[config.mk]
export PLATFORM = sky130hd
export DESIGN_NAME = instruction_fetch_flat
export DESIGN_NICKNAME = d
export VERILOG_FILES = /design/src/rtl/instruction_fetch_if.sv /design/src/rtl/instruction_fetch.sv /design/src/flat_wrapper.sv
export SDC_FILE = /design/constraint.sdc
export NUM_CORES = 1
export LEC_CHECK = 0
export ABC_AREA = 1
export BUFFER_PORTS_ARGS = -buffer_cell sky130_fd_sc_hd__buf_4
export CAP_MARGIN = 20
export CORE_UTILIZATION = 51
export CTS_BUF_LIST = sky130_fd_sc_hd__clkbuf_16
export CTS_CLUSTER_DIAMETER = 120
export DETAILED_ROUTE_END_ITERATION = 16
export PLACE_DENSITY = 0.83
export SLEW_MARGIN = 10
export SYNTH_ARGS = -nofsm -noshare
export SYNTH_HDL_FRONTEND = slang
export SYNTH_SLANG_ARGS = --single-unit
[constraint.sdc]
create_clock -name clk -period 3.8 [get_ports clk]
set_input_delay 0.76 -clock clk [delete_from_list [all_inputs] [get_ports clk]]
set_output_delay 0.76 -clock clk [all_outputs]
set_load 0.03 [all_outputs]
[src/rtl/instruction_fetch_if.sv]
// Fetch-stage bus bundle.
// Groups the instruction-memory port, the pipeline control inputs
// (stall / redirect) and the IF/ID register outputs.
//   master : the fetch stage (drives imem_addr, ifid_*, halted)
//   slave  : the surrounding pipeline and memory (drives stall,
//            redirect_*, imem_instr)
interface instruction_fetch_if #(
  parameter int PC_WIDTH = 10
);
  logic                stall;
  logic                redirect_valid;
  logic [PC_WIDTH-1:0] redirect_pc;
  logic [PC_WIDTH-1:0] imem_addr;
  logic [31:0]         imem_instr;
  logic                ifid_valid;
  logic [PC_WIDTH-1:0] ifid_pc;
  logic [31:0]         ifid_instr;
  logic                halted;

  modport master (
    input  stall, redirect_valid, redirect_pc, imem_instr,
    output imem_addr, ifid_valid, ifid_pc, ifid_instr, halted
  );

  modport slave (
    output stall, redirect_valid, redirect_pc, imem_instr,
    input  imem_addr, ifid_valid, ifid_pc, ifid_instr, halted
  );
endinterface

[src/rtl/instruction_fetch.sv]
// Instruction fetch stage.
// Owns the PC, addresses an asynchronous-read instruction memory and
// registers the returned word into the IF/ID pipeline register.
// Supports stall, redirect with flush, and a HALTED state entered when
// the halt encoding is fetched.
// Ports:
//   clk  : rising-edge clock
//   rst  : asynchronous active-high reset
//   fif  : instruction_fetch_if.master
//          stall, redirect_valid, redirect_pc, imem_instr (in)
//          imem_addr, ifid_valid, ifid_pc, ifid_instr, halted (out)
module instruction_fetch #(
  parameter int                  PC_WIDTH   = 10,
  parameter logic [PC_WIDTH-1:0] RESET_PC   = '0,
  parameter logic [31:0]         HALT_INSTR = 32'hFFFF_FFFF,
  parameter logic [31:0]         NOP_INSTR  = 32'h0000_0000
) (
  input logic                 clk,
  input logic                 rst,
  instruction_fetch_if.master fif
);

  typedef enum logic {
    RUN    = 1'b0,
    HALTED = 1'b1
  } state_t;

  localparam logic [PC_WIDTH-1:0] PC_ONE = {{(PC_WIDTH-1){1'b0}}, 1'b1};

  state_t              state_p0, state_nxt;
  logic [PC_WIDTH-1:0] pc_p0, pc_nxt;
  logic                vld_p1, vld_nxt;
  logic [PC_WIDTH-1:0] ifid_pc_p1, ifid_pc_nxt;
  logic [31:0]         instr_p1, instr_nxt;

  // Priority: redirect > stall > normal fetch. Defaults hold everything,
  // which is exactly the stall behaviour.
  always_comb begin
    state_nxt   = state_p0;
    pc_nxt      = pc_p0;
    vld_nxt     = vld_p1;
    ifid_pc_nxt = ifid_pc_p1;
    instr_nxt   = instr_p1;
    if (fif.redirect_valid) begin
      // Flush: the word at the old PC is discarded, halt (if any) cleared.
      state_nxt   = RUN;
      pc_nxt      = fif.redirect_pc;
      vld_nxt     = 1'b0;
      ifid_pc_nxt = pc_p0;
      instr_nxt   = NOP_INSTR;
    end else if (!fif.stall) begin
      case (state_p0)
        RUN: begin
          vld_nxt     = 1'b1;
          ifid_pc_nxt = pc_p0;
          instr_nxt   = fif.imem_instr;
          // The halt word itself goes down the pipe; PC parks on it.
          if (fif.imem_instr == HALT_INSTR) begin
            state_nxt = HALTED;
          end else begin
            pc_nxt = pc_p0 + PC_ONE;
          end
        end
        HALTED: begin
          vld_nxt     = 1'b0;
          ifid_pc_nxt = pc_p0;
          instr_nxt   = NOP_INSTR;
        end
        default: begin
          state_nxt = RUN;
        end
      endcase
    end
  end

  // ---- PC / state (p0) -> IF/ID register (p1) ----
  always_ff @(posedge clk or posedge rst) begin
    if (rst) begin
      state_p0   <= RUN;
      pc_p0      <= RESET_PC;
      vld_p1     <= 1'b0;
      ifid_pc_p1 <= '0;
      instr_p1   <= NOP_INSTR;
    end else begin
      state_p0   <= state_nxt;
      pc_p0      <= pc_nxt;
      vld_p1     <= vld_nxt;
      ifid_pc_p1 <= ifid_pc_nxt;
      instr_p1   <= instr_nxt;
    end
  end

  assign fif.imem_addr  = pc_p0;
  assign fif.ifid_valid = vld_p1;
  assign fif.ifid_pc    = ifid_pc_p1;
  assign fif.ifid_instr = instr_p1;
  assign fif.halted     = (state_p0 == HALTED);

endmodule
[src/flat_wrapper.sv]
// flat-port wrapper written by rule: the top's interface ports become plain ports
module instruction_fetch_flat 
#(
  parameter int                  PC_WIDTH   = 10,
  parameter logic [PC_WIDTH-1:0] RESET_PC   = '0,
  parameter logic [31:0]         HALT_INSTR = 32'hFFFF_FFFF,
  parameter logic [31:0]         NOP_INSTR  = 32'h0000_0000
)
  (clk, rst, fif_stall, fif_redirect_valid, fif_redirect_pc, fif_imem_instr, fif_imem_addr, fif_ifid_valid, fif_ifid_pc, fif_ifid_instr, fif_halted);
  instruction_fetch_if #(.PC_WIDTH(PC_WIDTH)) fif_i ();
  input logic clk;
  input logic rst;
  input wire logic [$bits(fif_i.stall)-1:0] fif_stall;
  input wire logic [$bits(fif_i.redirect_valid)-1:0] fif_redirect_valid;
  input wire logic [$bits(fif_i.redirect_pc)-1:0] fif_redirect_pc;
  input wire logic [$bits(fif_i.imem_instr)-1:0] fif_imem_instr;
  output wire logic [$bits(fif_i.imem_addr)-1:0] fif_imem_addr;
  output wire logic [$bits(fif_i.ifid_valid)-1:0] fif_ifid_valid;
  output wire logic [$bits(fif_i.ifid_pc)-1:0] fif_ifid_pc;
  output wire logic [$bits(fif_i.ifid_instr)-1:0] fif_ifid_instr;
  output wire logic [$bits(fif_i.halted)-1:0] fif_halted;
  assign fif_i.stall = fif_stall;
  assign fif_i.redirect_valid = fif_redirect_valid;
  assign fif_i.redirect_pc = fif_redirect_pc;
  assign fif_i.imem_instr = fif_imem_instr;
  assign fif_imem_addr = fif_i.imem_addr;
  assign fif_ifid_valid = fif_i.ifid_valid;
  assign fif_ifid_pc = fif_i.ifid_pc;
  assign fif_ifid_instr = fif_i.ifid_instr;
  assign fif_halted = fif_i.halted;
  instruction_fetch #(.PC_WIDTH(PC_WIDTH), .RESET_PC(RESET_PC), .HALT_INSTR(HALT_INSTR), .NOP_INSTR(NOP_INSTR)) u_core (.clk(clk), .rst(rst), .fif(fif_i));
endmodule
Word level (Yosys, flattened, before mapping):

Cells that the tools add are included.

* register bits: 54
* input port bits: 46
* output and inout bits: 54

* $add $sub $neg: 1
* equality and inequality tests: 4
* multiplexer cells: 16
* bitwise logic cells: 1
* reduce and logical (&&, ||, !) cells: 1

Operator list (count)
* $mux W32: 2
* $pmux W32 S2: 1
* $mux W10: 6
* $eq A32 B32 Y1 const B: 1
* $add A10 B1 Y10 const B: 1
* $mux W1: 6
* $ne A2 B2 Y1 const B: 2
* $reduce_and A3 Y1: 1
* $ne A2 B1 Y1 const B: 1
* $pmux W1 S2: 1
* $not A1 Y1: 1

Logic depth before layout (Yosys ltp):

* depth in word-level cells: 5
* depth in mapped cells: 10

Worst setup path after synthesis:

Ideal clock, no wire load.

* kind: input to register
* start point: in fif_imem_instr[28]
* end point: reg u_core.pc_p0[0] (netlist: u_core.fif.imem_addr[0])
* setup time: 118 ps
* data arrival time: 1420 ps
* required time: 3682 ps
* path slack: 2262 ps
* cell stages on the path: 10
* path buffers: 1
* cells stage by stage: nand2_1 nor2_1 nand2_1 nor2_1 nand2_1 nand2_2 nand2_2 buf_6 nand2_1 nand2_1

* longest elaborated chain between the ends: 3

RTL lines
* from (decl): RTL line flat_wrapper.sv:16 `input wire logic [$bits(fif_i.imem_instr)-1:0] fif_imem_instr;`
* $eq A32 B32 Y1: RTL line instruction_fetch.sv:58 `if (fif.imem_instr == HALT_INSTR) begin`
* $ne A2 B2 Y1 (no line)
* $reduce_and A3 Y1 (no line)
* to (signal assigned): RTL line instruction_fetch.sv:86 `pc_p0 <= pc_nxt;`
* to (decl): RTL line instruction_fetch.sv:31 `logic [PC_WIDTH-1:0] pc_p0, pc_nxt;`

No other way between the ends.
A chain may end at the register's enable or synchronous reset.

Worst setup path after layout:

* start point: in fif_stall
* end point: reg u_core.pc_p0[9] (netlist: u_core.fif.imem_addr[9])

* longest elaborated chain between the ends: 2

RTL lines
* from (decl): RTL line flat_wrapper.sv:13 `input wire logic [$bits(fif_i.stall)-1:0] fif_stall;`
* $ne A2 B1 Y1 (no line)
* $reduce_and A3 Y1 (no line)

No other way between the ends.

==> qor.yml <==
setup_ws_ps: 1736
cp-end-kind: "flip-flop"
max_freq_ghz: 0.4846
drt-total-wl_um: 6205
fin_tns_setup_ps: 0
ys_ff_latch: 54
grt_pass1_wl_um: 9977
syn_nets: 374
rsz0062_at_grt: "false"
syn_area_per_cell_um2: 8.020
final_util: 0.7172
layout.nets: 461
crit_arrival_ps: 2290
cts_resized: 0
final_cell_mix: "nand2_1, buf_4, nand3_1"
grt_max_degree: 55
track_usage: 0.2402
synth.area.top_cells: "dfrtp_1, nand3_1, nand2_1, nor2_1, buf_2"
core_area_um2: 4848
die_y_um: 73.71
num_rows: 25
power.density_nw_per_um2: 432.3
start_util: 0.5409
clk_latency_ps: 280
tightest_slew_ps: 910.5
setup_viol: 0
dieWidth_um: 73.71
clk_pin_slew_ps: 70
synthDominantCellAreaShare: 0.5153
drt_pre_antenna_iters: 5
maxSlewHeadroom: 0.3923
cts_tree: "built"
io_pins: 100
fill_cells: 397
drt_iter0_markers: 195
cp_max_fo: 36
drive_gt1_frac: 0.2892
final.setup_skew_ps: 4.078
ys_types: 22
period_minus_slack_ps: 2064
syn_inst: 327
cts_made_buffers: 5
antenna_cells: 0
finalHoldViolCount: 0
wl_per_cell_um: 12.87
critical_path_class: "in2reg"
ir_drop_v: 0.0002831
critical_path_required_ps: 4020
grt-ovfl-total: 0
place_ws_ps: 1459
crit_path_start_kind: "input pin"
vias_per_cell: 5.178
yosysTopAreaCell: "dfrtp_1"
outcome: "finished clean"
areaGrowthSynthToFinish_pct: 32.59
cts_root_buffer: "clkbuf_16"
drcViolationCount: 0
num_vias: 2496
port_buffers: 99
p_leak_nw: 1.908
hold_buffers: 0
antenna_left: 0
final_common_cell: "nand2_1"
hpwl_um: 4413
cts_setup_buffers: 0
fin_crit_sh: 0.5431
routabilityCongestion: 0.9225
clockBufferDepth: 2
clock-sinks: 54
htreeDepth: 2
grt_antenna_before_repair: 0
syn_area_um2: 2623
dieArea_um2: 5433
hold_path_class: "reg2reg"
grt_pass1_vias: 2207
maxCapViolCount: 0
ys_seq_area_frac: 0.5153
ys_warn_count: 0
maxSlewViolCount: 0
[registers in the layout, summed over array words and instances (netlist names)]
register	flops
u_core.fif.imem_addr	10
u_core.fif.ifid_valid	1
u_core.fif.ifid_instr	32
u_core.fif.ifid_pc	10
u_core.fif.halted	1
[power by group]
part / switching (mW) / leakage, nW / internal, mW / total [mW]
clock network: 0.191 / 0.0672 / 0.241 / 0.432
registers: 0.0524 / 0.700 / 0.629 / 0.682
logic: 0.244 / 1.14 / 0.146 / 0.390
[path summary, 6_finish.rpt]
check	from	to	slack (ps)	cells after the start
max	fif_stall	u_core.fif.imem_addr[9]$_DFFE_PP0P_	1740	6
min	u_core.fif.ifid_instr[4]$_DFFE_PP0P_	u_core.fif.ifid_instr[4]$_DFFE_PP0P_	510	2
max reg2reg	u_core.fif.halted$_DFFE_PP0P_	u_core.fif.imem_addr[9]$_DFFE_PP0P_	2030	5
min reg2reg	u_core.fif.ifid_instr[4]$_DFFE_PP0P_	u_core.fif.ifid_instr[4]$_DFFE_PP0P_	510	2
max in group asynchronous	rst	u_core.fif.imem_addr[0]$_DFFE_PP0P_	2620	2
min in group asynchronous	rst	u_core.fif.ifid_instr[24]$_DFFE_PP0P_	650	2
[worst max-delay path, cell delays in order]
cell     delay [ps]
buf_4           230
nor2_4          570
nand2_2         300
nand2_2         260
nand2_1          80
nand2_1          70
[cells by family (layout without fill, tap and decap cells)]
logic type	after synthesis	after routing	synth area share
AO/OA/AOI/OAI	13	13	0.02481
multiplexers	3	3	0.01288
adder cells (fa/ha/maj)	1	1	0.004770
flip-flops	54	54	0.5153
XOR/XNOR	2	2	0.006681
AND/OR/NAND/NOR	221	221	0.3702
buffers and inverters	33	121	0.06536
[cell type report]
cell class | instances | area (µm²) | area share
clock buffer | 5 | 125.1 | 0.03598
clock inverter | 3 | 16.27 | 0.004678
inverter | 13 | 50.05 | 0.01439
multi-input combinational | 240 | 1100 | 0.3163
sequential | 54 | 1351 | 0.3886
tap | 67 | 83.83 | 0.02411
timing repair buffer | 100 | 750.7 | 0.2159
[Yosys cell counts]
cell type	instances
nor2_1	20
mux2_2	3
buf_2	11
nand3_1	84
ha_1	1
o21ai_0	6
inv_2	1
xnor2_1	1
nor2_2	2
inv_1	12
clkbuf_1	2
dfrtp_1	54
nand2_1	108
buf_1	2
nand4_1	1
xor2_1	1
buf_6	4
nor2_4	2
nand2_2	3
a21oi_1	7
buf_4	1
nand3_2	1
[per-layer routing]
layer  track usage  wire [µm]
met1        0.3265       2720
met4       0.08120        121
met5             0          0
met2        0.3894       3086
met3       0.04115        277
[metrics by stage]
step	total power [mW]	cell area, µm²	std cells	hold WS (ps)
floorplan	0.9245	2623	327	678.5
CTS	1.511	3476	482	511.6
detailed placement	1.082	3334	474	494.4
global placement	1.076	3334	474	492.3
global route	1.572	3477	482	528.9
finish	1.503	3477	482	511.5
(Power assumes the default switching activity.)
